==> src/rtl/imem_encode_loader.sv <==
// Encodes symbolic instructions into MIPS words, writes them to instruction memory and appends STOP.
// Define IMEM_CHECKSUM_EN to add a running XOR checksum of every word written.
module imem_encode_loader #(
    parameter int ADDR_W = 8
) (
    input  logic              clk,
    input  logic              rst_n,
    input  logic              start,
    input  logic              in_valid,
    output logic              in_ready,
    input  logic              in_last,
    input  logic [4:0]        in_op,
    input  logic [4:0]        in_rs,
    input  logic [4:0]        in_rt,
    input  logic [4:0]        in_rd,
    input  logic [4:0]        in_shamt,
    input  logic [15:0]       in_imm,
    input  logic [25:0]       in_target,
    output logic              wr_en,
    output logic [ADDR_W-1:0] wr_addr,
    output logic [31:0]       wr_data,
    output logic              done,
    output logic              err,
    output logic              ovf,
    output logic [31:0]       checksum
);

    localparam logic [31:0]       STOP_WORD = 32'hFC00_0000;
    // Last slot is kept for STOP, so the final program word lands at DEPTH-2
    localparam logic [ADDR_W-1:0] CAP_ADDR  = {{(ADDR_W-1){1'b1}}, 1'b0};

    typedef enum logic [1:0] {IDLE, LOAD, TERM, DONE} state_t;
    typedef enum logic [1:0] {K_R, K_I, K_J, K_NOP} kind_t;

    state_t            state, state_nx;
    logic [ADDR_W-1:0] addr;
    logic [31:0]       enc;
    logic              legal;
    logic              hs;
    logic              restart;
    logic [5:0]        funct, opc;
    kind_t             kind;

    // Mnemonic -> opcode/funct lookup
    always_comb begin
        funct = 6'd0;
        opc   = 6'd0;
        kind  = K_R;
        legal = 1'b1;
        case (in_op)
            5'd0:  funct = 6'd0;
            5'd1:  funct = 6'd2;
            5'd2:  funct = 6'd3;
            5'd3:  funct = 6'd4;
            5'd4:  funct = 6'd6;
            5'd5:  funct = 6'd7;
            5'd6:  funct = 6'd8;
            5'd7:  funct = 6'd32;
            5'd8:  funct = 6'd33;
            5'd9:  funct = 6'd34;
            5'd10: funct = 6'd35;
            5'd11: funct = 6'd36;
            5'd12: funct = 6'd37;
            5'd13: funct = 6'd38;
            5'd14: funct = 6'd39;
            5'd15: funct = 6'd42;
            5'd16: begin kind = K_I; opc = 6'd4;  end
            5'd17: begin kind = K_I; opc = 6'd5;  end
            5'd18: begin kind = K_I; opc = 6'd8;  end
            5'd19: begin kind = K_I; opc = 6'd9;  end
            5'd20: begin kind = K_I; opc = 6'd12; end
            5'd21: begin kind = K_I; opc = 6'd13; end
            5'd22: begin kind = K_I; opc = 6'd14; end
            5'd23: begin kind = K_I; opc = 6'd35; end
            5'd24: begin kind = K_I; opc = 6'd43; end
            5'd25: begin kind = K_J; opc = 6'd2;  end
            5'd26: begin kind = K_J; opc = 6'd3;  end
            5'd27: kind = K_NOP;
            default: begin kind = K_NOP; legal = 1'b0; end
        endcase
    end

    // Field packing with per-format forced-zero fields
    always_comb begin
        enc = 32'd0;
        case (kind)
            K_R: begin
                if (in_op <= 5'd2)
                    enc = {6'd0, 5'd0, in_rt, in_rd, in_shamt, funct};
                else if (in_op == 5'd6)
                    enc = {6'd0, in_rs, 5'd0, 5'd0, 5'd0, funct};
                else
                    enc = {6'd0, in_rs, in_rt, in_rd, 5'd0, funct};
            end
            K_I:     enc = {opc, in_rs, in_rt, in_imm};
            K_J:     enc = {opc, in_target};
            default: enc = 32'd0;
        endcase
    end

    always_ff @(posedge clk or negedge rst_n) begin
        if (!rst_n) state <= IDLE;
        else        state <= state_nx;
    end

    always_comb begin
        state_nx = state;
        in_ready = (state == LOAD);
        done     = (state == DONE);
        hs       = in_valid && (state == LOAD);
        restart  = start && ((state == IDLE) || (state == DONE));
        case (state)
            IDLE, DONE: if (start) state_nx = LOAD;
            LOAD: if (hs && (in_last || (legal && addr == CAP_ADDR))) state_nx = TERM;
            TERM: state_nx = DONE;
            default: state_nx = IDLE;
        endcase
    end

    always_ff @(posedge clk or negedge rst_n) begin
        if (!rst_n) begin
            addr    <= '0;
            wr_en   <= 1'b0;
            wr_addr <= '0;
            wr_data <= 32'd0;
            err     <= 1'b0;
            ovf     <= 1'b0;
        end else begin
            wr_en <= 1'b0;
            if (restart) begin
                addr <= '0;
                err  <= 1'b0;
                ovf  <= 1'b0;
            end else if (hs) begin
                if (legal) begin
                    wr_en   <= 1'b1;
                    wr_addr <= addr;
                    wr_data <= enc;
                    addr    <= addr + 1'b1;
                    if (addr == CAP_ADDR && !in_last) ovf <= 1'b1;
                end else begin
                    err <= 1'b1;
                end
            end else if (state == TERM) begin
                wr_en   <= 1'b1;
                wr_addr <= addr;
                wr_data <= STOP_WORD;
            end
        end
    end

`ifdef IMEM_CHECKSUM_EN
    logic [31:0] csum;

    // Tracks wr_data exactly, so it is final when done rises
    always_ff @(posedge clk or negedge rst_n) begin
        if (!rst_n)                csum <= 32'd0;
        else if (restart)          csum <= 32'd0;
        else if (hs && legal)      csum <= csum ^ enc;
        else if (state == TERM)    csum <= csum ^ STOP_WORD;
    end

    assign checksum = csum;
`else
    assign checksum = 32'd0;
`endif

endmodule

==> config.mk <==
export PLATFORM = sky130hd
export DESIGN_NAME = imem_encode_loader
export DESIGN_NICKNAME = d
export VERILOG_FILES = /design/src/rtl/imem_encode_loader.sv
export SDC_FILE = /design/constraint.sdc
export NUM_CORES = 1
export LEC_CHECK = 0
export ABC_AREA = 1
export CORE_MARGIN = 5
export CORE_UTILIZATION = 37
export CTS_CLUSTER_DIAMETER = 40
export CTS_CLUSTER_SIZE = 24
export DETAILED_ROUTE_END_ITERATION = 8
export GPL_ROUTABILITY_DRIVEN = 0
export HOLD_SLACK_MARGIN = 0.12
export PLACE_DENSITY = 0.73
export RECOVER_POWER = 25
export SLEW_MARGIN = 20
export SYNTH_ARGS = -nofsm -noshare
export SYNTH_HDL_FRONTEND = slang
export SYNTH_SLANG_ARGS = --single-unit
==> constraint.sdc <==
create_clock -name clk -period 1.6 [get_ports clk]
set_input_delay 0.32 -clock clk [delete_from_list [all_inputs] [get_ports clk]]
set_output_delay 0.32 -clock clk [all_outputs]
set_load 0.1 [all_outputs]
==> flow_results.xml, run 1 <==
<?xml version="1.0" encoding="UTF-8"?>
<metrics>
  <group name="placement">
    <metric name="placed_cells_incl_taps" unit="">638</metric>
    <metric name="port-buffer-count" unit="">116</metric>
    <metric name="dpl.hpwl" unit="µm">7590</metric>
  </group>
  <group name="layout">
    <metric name="final_non_filler_cell_total" unit="">661</metric>
    <metric name="area_growth" unit="%">76.4</metric>
    <metric name="share_of_post_route_cells_with_drive_strength_above_1" unit="%">30.2</metric>
    <metric name="insertedDiodeCount" unit="">0</metric>
    <metric name="num-nets-final" unit="">633</metric>
  </group>
  <group name="global_route">
    <metric name="grt.overflow.total" unit="">0</metric>
    <metric name="grt_pass1_vias" unit="">3279</metric>
    <metric name="first_pass_grt_wire_length" unit="µm">15800</metric>
    <metric name="grt_antenna_before_repair" unit="">0</metric>
    <metric name="grt_util_all_layers" unit="%">19.2</metric>
    <metric name="grt_max_degree" unit="">25</metric>
  </group>
  <group name="power_and_ir_drop">
    <metric name="static-leakage-power" unit="nW">2.54</metric>
    <metric name="max-vdd-ir-drop" unit="mV">1.45</metric>
    <metric name="sequentialPowerShare" unit="%">22.2</metric>
    <metric name="p_sw_share" unit="%">54.0</metric>
    <metric name="switchingPower" unit="mW">5.37</metric>
    <metric name="p_int" unit="mW">4.56</metric>
    <metric name="power_density" unit="mW/mm²">1830</metric>
    <metric name="power.clock.fraction" unit="%">8.1</metric>
    <metric name="totalPowerFinal" unit="mW">9.93</metric>
    <metric name="pwr-share-comb" unit="%">69.7</metric>
  </group>
  <group name="timing">
    <metric name="slew_violations" unit="">0</metric>
    <metric name="highest_clock_rate" unit="MHz">619</metric>
    <metric name="setup_tns" unit="ns">-0.0156</metric>
    <metric name="post-route-min-period" unit="ns">1.62</metric>
    <metric name="setup_repair_after_global_routing_missed_its_margin" unit="">yes</metric>
    <metric name="worst_slew_margin_rel" unit="%">34.9</metric>
    <metric name="setup_slack" unit="ns">-0.0156</metric>
    <metric name="hold_violations" unit="">0</metric>
    <metric name="finalSetupViolations" unit="">1</metric>
    <metric name="worst_slew_pin_slew" unit="ns">0.976</metric>
    <metric name="clock-skew-final" unit="ns">0.00763</metric>
    <metric name="finalCritPeriodShare" unit="%">101</metric>
  </group>
  <group name="clocking">
    <metric name="cts.htree.levels" unit="">2</metric>
    <metric name="cts_tree" unit="">built</metric>
    <metric name="clock-root-buffer" unit="">sky130_fd_sc_hd__clkbuf_8</metric>
    <metric name="cts-buffers-inserted" unit="">5</metric>
    <metric name="clkSinkCount" unit="">53</metric>
    <metric name="clk_transition_reported_paths" unit="ns">0.09</metric>
    <metric name="cts_buffer_depth" unit="">2</metric>
    <metric name="clkLatencyLatePin" unit="ns">0.31</metric>
  </group>
  <group name="logic_synthesis">
    <metric name="count_of_unique_library_cells_instantiated_by_yosys" unit="">32</metric>
    <metric name="postSynthCellCount" unit="">386</metric>
    <metric name="synth.cell_area" unit="mm²">0.00307</metric>
    <metric name="ys_top_cells_by_count" unit="">92 x sky130_fd_sc_hd__nand2_1, 53 x sky130_fd_sc_hd__dfrtp_1, 40 x sky130_fd_sc_hd__inv_1</metric>
    <metric name="number_of_storage_elements_in_the_synthesis_netlist" unit="">53</metric>
    <metric name="postSynth.asyncResetShare" unit="%">100</metric>
    <metric name="synth.most_common_cell" unit="">sky130_fd_sc_hd__nand2_1</metric>
    <metric name="yosys-top-cells-area" unit="">sky130_fd_sc_hd__dfrtp_1 43%, sky130_fd_sc_hd__nand2_1 11%, sky130_fd_sc_hd__buf_4 8.3%</metric>
    <metric name="ys_warn_count" unit="">0</metric>
    <metric name="synth_edf_count" unit="">0</metric>
    <metric name="synth_top_area_share" unit="%">43.1</metric>
    <metric name="synth_top_area_cell" unit="">sky130_fd_sc_hd__dfrtp_1</metric>
    <metric name="portion_of_the_post_synthesis_area_used_by_sequential_elements" unit="%">43.1</metric>
    <metric name="syn_area_per_cell" unit="µm²">7.96</metric>
    <metric name="yosys_most_used_dff" unit="">sky130_fd_sc_hd__dfrtp_1</metric>
  </group>
  <group name="critical_path">
    <metric name="worst_setup_path_start_kind" unit="">flop</metric>
    <metric name="timing.critical_path.arrival" unit="ns">1.30</metric>
    <metric name="timing.critical_path.to_type" unit="">output port</metric>
    <metric name="cp_data_required_time" unit="ns">1.28</metric>
    <metric name="timing.critical_path.slowest_stage_cell" unit="">sky130_fd_sc_hd__dfrtp_1</metric>
    <metric name="worstPathCellList" unit="">buf_6 &gt; ha_4 &gt; buf_6 &gt; buf_12</metric>
    <metric name="worst-setup-path-type" unit="">reg -&gt; out</metric>
    <metric name="worst_r2r_path_depth" unit="">10</metric>
    <metric name="max_stage_delay" unit="ns">0.43</metric>
    <metric name="path_common_cell" unit="">sky130_fd_sc_hd__buf_6</metric>
    <metric name="critical_path.max_fanout" unit="">3</metric>
  </group>
  <group name="status">
    <metric name="violated_checks" unit="">negative setup slack</metric>
    <metric name="status" unit="">finished, violations left</metric>
  </group>
  <group name="die">
    <metric name="io-pin-count" unit="">149</metric>
    <metric name="initial_utilization" unit="%">37.6</metric>
    <metric name="die_y" unit="µm">101</metric>
    <metric name="overall_die_area" unit="mm²">0.0102</metric>
    <metric name="core.rowCount" unit="">33</metric>
    <metric name="std_cell_core_area" unit="mm²">0.00818</metric>
    <metric name="die-width" unit="µm">101</metric>
  </group>
  <group name="detailed_routing">
    <metric name="ant_nets" unit="">0</metric>
    <metric name="dr.pass1.iters" unit="">6</metric>
    <metric name="drc" unit="">0</metric>
    <metric name="detail_route.iter0.violations" unit="">140</metric>
    <metric name="detailroute.via_count" unit="">3253</metric>
    <metric name="route.detailed.vias_per_inst" unit="">4.92</metric>
    <metric name="postRouteWirelength" unit="µm">10400</metric>
    <metric name="routed_wl_per_cell" unit="µm">15.8</metric>
  </group>
  <group name="worst_hold_path">
    <metric name="holdCritPathClass" unit="">reg -&gt; reg</metric>
    <metric name="min_delay_path_depth" unit="">2</metric>
  </group>
  <group name="run">
    <metric name="timing.max_cap.violations" unit="">0</metric>
  </group>
</metrics>
[routing by layer]
| layer | up-vias | GRT usage [%] | share of wire (%) | wire length [µm] |
|---|---|---|---|---|
| met3 | 16 | 4.55 | 8.6 | 901 |
| met4 | 0 | 4.09 | 1.5 | 157 |
| met5 | - | 0 | 0 | 0 |
| met2 | 138 | 35.2 | 51 | 5310 |
| li1 | 1549 | - | - | - |
| met1 | 1550 | 22.9 | 39 | 4060 |
[flip-flops by register name, summed over array words and instances, names as in the netlist]
| signal | cells |
|---|---|
| addr | 8 |
| wr_addr | 8 |
| state | 2 |
| wr_data | 32 |
| ovf | 1 |
| wr_en | 1 |
| err | 1 |
[cell usage in the layout (no fill, tap or decap), types with 4 or more instances in the layout]
cell type                         netlist  layout
sky130_fd_sc_hd__nor2_1                32      26
sky130_fd_sc_hd__inv_2                  2       9
sky130_fd_sc_hd__buf_6                  2       5
sky130_fd_sc_hd__clkbuf_8               0       6
sky130_fd_sc_hd__dlygate4sd2_1          0       4
sky130_fd_sc_hd__a22oi_1               10       4
sky130_fd_sc_hd__nor3_1                 4       4
sky130_fd_sc_hd__dfrtp_1               53      52
sky130_fd_sc_hd__o21ai_1               20      21
sky130_fd_sc_hd__nand3_2                2       6
sky130_fd_sc_hd__inv_1                 40      33
sky130_fd_sc_hd__nand3_1               17      13
sky130_fd_sc_hd__buf_4                 34      43
sky130_fd_sc_hd__clkdlybuf4s50_1        0      65
sky130_fd_sc_hd__o21ai_2                0       4
sky130_fd_sc_hd__o21ai_0               20      15
sky130_fd_sc_hd__nand2_2                1       8
sky130_fd_sc_hd__a21oi_1                9       8
sky130_fd_sc_hd__buf_12                 0      49
sky130_fd_sc_hd__nand2_4                2       4
sky130_fd_sc_hd__a221oi_1              11       8
sky130_fd_sc_hd__nor2_2                 3       8
sky130_fd_sc_hd__conb_1                 1      32
sky130_fd_sc_hd__a22oi_2                0       6
sky130_fd_sc_hd__nand2_1               92      83
[power groups by stage]
| stage | combinational, mW | sequential (mW) | clock, mW |
|---|---|---|---|
| after CTS | 6.66 | 2.20 | 0.816 |
| final | 6.92 | 2.21 | 0.800 |
| after detailed placement | 6.37 | 2.21 | 0 |
| after floorplan | 1.74 | 4.44 | 0 |
| after global placement | 6.30 | 2.20 | 0 |
| after global routing | 7.24 | 2.25 | 0.862 |
[worst max-delay path: cells and delay by family (launching register included)]
family,cells,cell delay (ns)
adders and majority gates,1,0.15
buffers and inverters,3,0.41
DFF,1,0.43
[kinds of logic (layout without fill, tap and decap cells)]
group,count (synthesis),in the layout,share of synthesized area [%]
and+or+nand+nor,159,161,22.4
buffers and inverters,85,222,15.3
adders and majority gates,6,6,2.44
xor gates and xnor gates,2,2,0.570
DFF,53,53,43.1
other,1,32,0.122
AOI/OAI and AO/OA,80,80,16.0
[what timing repair did]
item	CTS	global route
setup endpoints to repair	51	52
gates resized for setup	33	30
pin swaps	4	4
endpoints found under the hold margin	13	0
gates cloned	2	2
buffers inserted	5	5
hold buffers	1	0
[area by class of cell]
class	count	area, µm²
fill	647	2750
timing repair buffer	172	2100
multi-input combinational	281	1610
sequential	53	1330
inverter	42	158
tap	105	131
clock buffer	6	82.6
clock inverter	2	13.8
[metrics by stage]
stage / utilization, % / hold slack (ns) / setup slack, ns / instance area, µm²
after floorplan: - / 0.0244 / -0.0297 / 3220
after global placement: 61.3 / 0.267 / -0.447 / 5010
after detailed placement: 61.3 / 0.265 / -0.508 / 5010
after CTS: 64.6 / 0.454 / -0.000802 / 5280
after global routing: 66.3 / 0.585 / -0.0495 / 5420
final: 66.3 / 0.552 / -0.0156 / 5420
[final timing paths]
kind / start / slack (ns) / to
worst max-delay path: state[0] / -0.02 / in_ready
worst min register to register: wr_addr[2] / 0.55 / wr_addr[2]
worst min-delay path: wr_addr[2] / 0.55 / wr_addr[2]
worst max register to register: state[0] / 0.01 / wr_data[7]
max in group asynchronous: rst_n / 0.17 / wr_data[22]
min in group asynchronous: rst_n / 0.67 / wr_data[2]
Note: power is estimated with default switching activity, not from simulation.
==> run 2: changes to the inputs <==
Settings changed: CORE_MARGIN 5 to 2.
==> run 2 against run 1 <==
Net effect:
- the run still ends with negative setup slack left
- count of clock-buffer cells in the layout shrank 1
- core utilization shrank 0.12 points
- worst setup slack lost 0.015 ns
- final cell count shrank 0.45%
- first-iteration DRC count shrank 11%
- via count shrank 2.8%
- critical path depth is the same
- worst hold slack lost 0.067 ns
- global-route usage grew 1.1 points
- sequential share of layout area grew 0.17 points
- routed wire length shrank 9.9%
- clock power grew 2%
- critical path type unchanged
==> flow_results.xml, run 2 (same netlist as run 1, synthesis figures left out) <==
<?xml version="1.0" encoding="UTF-8"?>
<metrics>
  <group name="critical_path">
    <metric name="timing.rr.start" unit="">state[0]</metric>
    <metric name="worst-setup-path-type" unit="">reg -&gt; out</metric>
    <metric name="timing.critical_path.slowest_stage_cell" unit="">sky130_fd_sc_hd__dfrtp_2</metric>
    <metric name="timing.critical_path.max_delay_family" unit="">flip-flops</metric>
    <metric name="worst_setup_path_start_kind" unit="">flop</metric>
    <metric name="critPathBufInv" unit="">3</metric>
    <metric name="worstPathCellList" unit="">inv_2 &gt; ha_4 &gt; buf_4 &gt; buf_12</metric>
    <metric name="worstSetupPathDepth" unit="">4</metric>
    <metric name="critical_path_source" unit="">state[1]</metric>
    <metric name="regToRegEndpoint" unit="">wr_data[15]</metric>
    <metric name="worst_r2r_path_depth" unit="">9</metric>
    <metric name="timing.critical_path.to_type" unit="">output port</metric>
    <metric name="cp_data_required_time" unit="ns">1.28</metric>
    <metric name="timing.critical_path.to" unit="">in_ready</metric>
    <metric name="max_stage_delay" unit="ns">0.46</metric>
    <metric name="timing.critical_path.arrival" unit="ns">1.31</metric>
    <metric name="critical_path.max_fanout" unit="">4</metric>
    <metric name="setup.reg_to_reg.worst_slack" unit="ns">-0.02</metric>
  </group>
  <group name="die">
    <metric name="core.rowCount" unit="">33</metric>
    <metric name="io-pin-count" unit="">149</metric>
    <metric name="die_y" unit="µm">95.2</metric>
    <metric name="overall_die_area" unit="mm²">0.00905</metric>
    <metric name="std_cell_core_area" unit="mm²">0.00813</metric>
    <metric name="initial_utilization" unit="%">37.8</metric>
    <metric name="die-width" unit="µm">95.2</metric>
  </group>
  <group name="clocking">
    <metric name="clkSinkCount" unit="">53</metric>
    <metric name="clock-root-buffer" unit="">sky130_fd_sc_hd__clkbuf_8</metric>
    <metric name="cts_buffer_depth" unit="">2</metric>
    <metric name="cts.htree.levels" unit="">2</metric>
    <metric name="cts_tree" unit="">built</metric>
    <metric name="clkLatencyLatePin" unit="ns">0.32</metric>
    <metric name="cts-buffers-inserted" unit="">5</metric>
    <metric name="clk_transition_reported_paths" unit="ns">0.11</metric>
  </group>
  <group name="timing">
    <metric name="post-route-min-period" unit="ns">1.63</metric>
    <metric name="setup_slack" unit="ns">-0.0306</metric>
    <metric name="clock-skew-final" unit="ns">0.00604</metric>
    <metric name="hold_violations" unit="">0</metric>
    <metric name="setup_repair_after_global_routing_missed_its_margin" unit="">yes</metric>
    <metric name="worst_slew_pin_slew" unit="ns">0.500</metric>
    <metric name="setup_tns" unit="ns">-0.111</metric>
    <metric name="highest_clock_rate" unit="MHz">613</metric>
    <metric name="worst_slew_margin_rel" unit="%">66.7</metric>
    <metric name="slew_violations" unit="">0</metric>
    <metric name="holdWs" unit="ns">0.486</metric>
    <metric name="finalSetupViolations" unit="">10</metric>
    <metric name="finalCritPeriodShare" unit="%">102</metric>
  </group>
  <group name="layout">
    <metric name="share_of_post_route_cells_with_drive_strength_above_1" unit="%">28.6</metric>
    <metric name="area.sequential" unit="mm²">0.00133</metric>
    <metric name="area_growth" unit="%">75.2</metric>
    <metric name="final_common_cell" unit="">sky130_fd_sc_hd__nand2_1</metric>
    <metric name="largest_registers" unit="">wr_data x32, addr x8, wr_addr x8</metric>
    <metric name="largest_register_ffs" unit="">32</metric>
    <metric name="multi_input_comb_area" unit="mm²">0.00157</metric>
    <metric name="registers.top_by_ff_count" unit="">wr_data</metric>
    <metric name="final_non_filler_cell_total" unit="">658</metric>
    <metric name="num-nets-final" unit="">630</metric>
    <metric name="insertedDiodeCount" unit="">0</metric>
    <metric name="final_core_util" unit="%">66.2</metric>
    <metric name="num-fill-cells" unit="">632</metric>
    <metric name="leading_cell_types_in_the_layout_fill_and_taps_excluded" unit="">76 x sky130_fd_sc_hd__nand2_1, 65 x sky130_fd_sc_hd__clkdlybuf4s50_1, 52 x sky130_fd_sc_hd__dfrtp_1</metric>
    <metric name="stdcell_area" unit="mm²">0.00539</metric>
  </group>
  <group name="detailed_routing">
    <metric name="postRouteWirelength" unit="µm">9390</metric>
    <metric name="dr.pass1.iters" unit="">4</metric>
    <metric name="detailroute.via_count" unit="">3161</metric>
    <metric name="detail_route.iter0.violations" unit="">124</metric>
    <metric name="drc" unit="">0</metric>
    <metric name="routed_wl_per_cell" unit="µm">14.3</metric>
    <metric name="route.detailed.vias_per_inst" unit="">4.80</metric>
    <metric name="ant_nets" unit="">0</metric>
  </group>
  <group name="power_and_ir_drop">
    <metric name="pwr-share-comb" unit="%">69.8</metric>
    <metric name="p_sw_share" unit="%">54.0</metric>
    <metric name="switchingPower" unit="mW">5.42</metric>
    <metric name="max-vdd-ir-drop" unit="mV">1.66</metric>
    <metric name="static-leakage-power" unit="nW">2.54</metric>
    <metric name="p_int" unit="mW">4.62</metric>
    <metric name="power_density" unit="mW/mm²">1860</metric>
    <metric name="power.clock.fraction" unit="%">8.1</metric>
    <metric name="sequentialPowerShare" unit="%">22.1</metric>
  </group>
  <group name="global_route">
    <metric name="grt_max_degree" unit="">30</metric>
    <metric name="grt.overflow.total" unit="">0</metric>
    <metric name="grt_util_all_layers" unit="%">20.4</metric>
    <metric name="grt_pass1_vias" unit="">3125</metric>
    <metric name="first_pass_grt_wire_length" unit="µm">14600</metric>
    <metric name="grt_antenna_before_repair" unit="">0</metric>
  </group>
  <group name="placement">
    <metric name="port-buffer-count" unit="">116</metric>
    <metric name="placed_cells_incl_taps" unit="">638</metric>
    <metric name="post_dp_cell_area" unit="mm²">0.00502</metric>
    <metric name="dpl.hpwl" unit="µm">6980</metric>
  </group>
  <group name="status">
    <metric name="violated_checks" unit="">negative setup slack</metric>
    <metric name="status" unit="">finished, violations left</metric>
  </group>
  <group name="worst_hold_path">
    <metric name="holdCritPathClass" unit="">in -&gt; async</metric>
  </group>
  <group name="run">
    <metric name="timing.max_cap.violations" unit="">0</metric>
  </group>
</metrics>
## run 2: metal layers
layer,vias to the layer above,GRT usage (%),wire (µm)
li1,1542,-,-
met2,113,35.4,4700
met3,10,4.82,694
met4,0,5.43,139
met1,1496,25.4,3850
met5,-,0,0
## run 2: power groups by stage
| stage | sequential (mW) | clock (mW) | combinational (mW) |
|---|---|---|---|
| 3_3_place_gp | 2.20 | 0 | 6.37 |
| 5_1_grt | 2.27 | 0.898 | 7.32 |
| 4_1_cts | 2.19 | 0.841 | 6.60 |
| 6_report | 2.22 | 0.816 | 7.01 |
| 3_5_place_dp | 2.21 | 0 | 6.45 |
| 2_1_floorplan | 4.44 | 0 | 1.74 |
## run 2: final cells by class
class | count | share of cell area, %
sequential | 53 | 24.7
clock inverter | 3 | 0.488
tap | 105 | 2.44
timing repair buffer | 171 | 38.9
clock buffer | 5 | 1.28
multi-input combinational | 279 | 29.1
inverter | 42 | 3.07
## run 2: worst min path at each step
stage,depth (start not counted),to,start
2_1_floorplan,0,addr[0],rst_n
3_3_place_gp,1,wr_data[23],rst_n
3_5_place_dp,1,wr_data[23],rst_n
4_1_cts,2,wr_data[23],rst_n
5_1_grt,2,wr_data[19],rst_n
6_report,2,wr_data[13],rst_n
## run 2: what timing repair did
| action | CTS | global route |
|---|---|---|
| buffers inserted | 6 | 3 |
| endpoints found under the hold margin | 19 | 0 |
| setup endpoints to repair | 53 | 47 |
| pin swaps | 5 | 2 |
| gates cloned | 0 | 3 |
| gates resized for setup | 26 | 30 |
| hold buffers | 1 | 0 |
## run 2: worst reg2reg max path, stage by stage, from the launching register on
cell and delay, ns:
sky130_fd_sc_hd__dfrtp_1 0.43, sky130_fd_sc_hd__inv_1 0.09, sky130_fd_sc_hd__ha_4 0.27, sky130_fd_sc_hd__nand2_2 0.06, sky130_fd_sc_hd__o21ai_0 0.09, sky130_fd_sc_hd__inv_1 0.10, sky130_fd_sc_hd__nand2_4 0.17, sky130_fd_sc_hd__clkbuf_16 0.20
sky130_fd_sc_hd__nand2_2 0.05, sky130_fd_sc_hd__o21ai_1 0.08
## run 2: metrics by stage
step                      setup WS, ns  total power [mW]
final                          -0.0306              10.0
after detailed placement        -0.579              8.66
after CTS                      -0.0140              9.63
after global placement          -0.509              8.57
after floorplan                -0.0297              6.18
after global routing           -0.0947              10.5
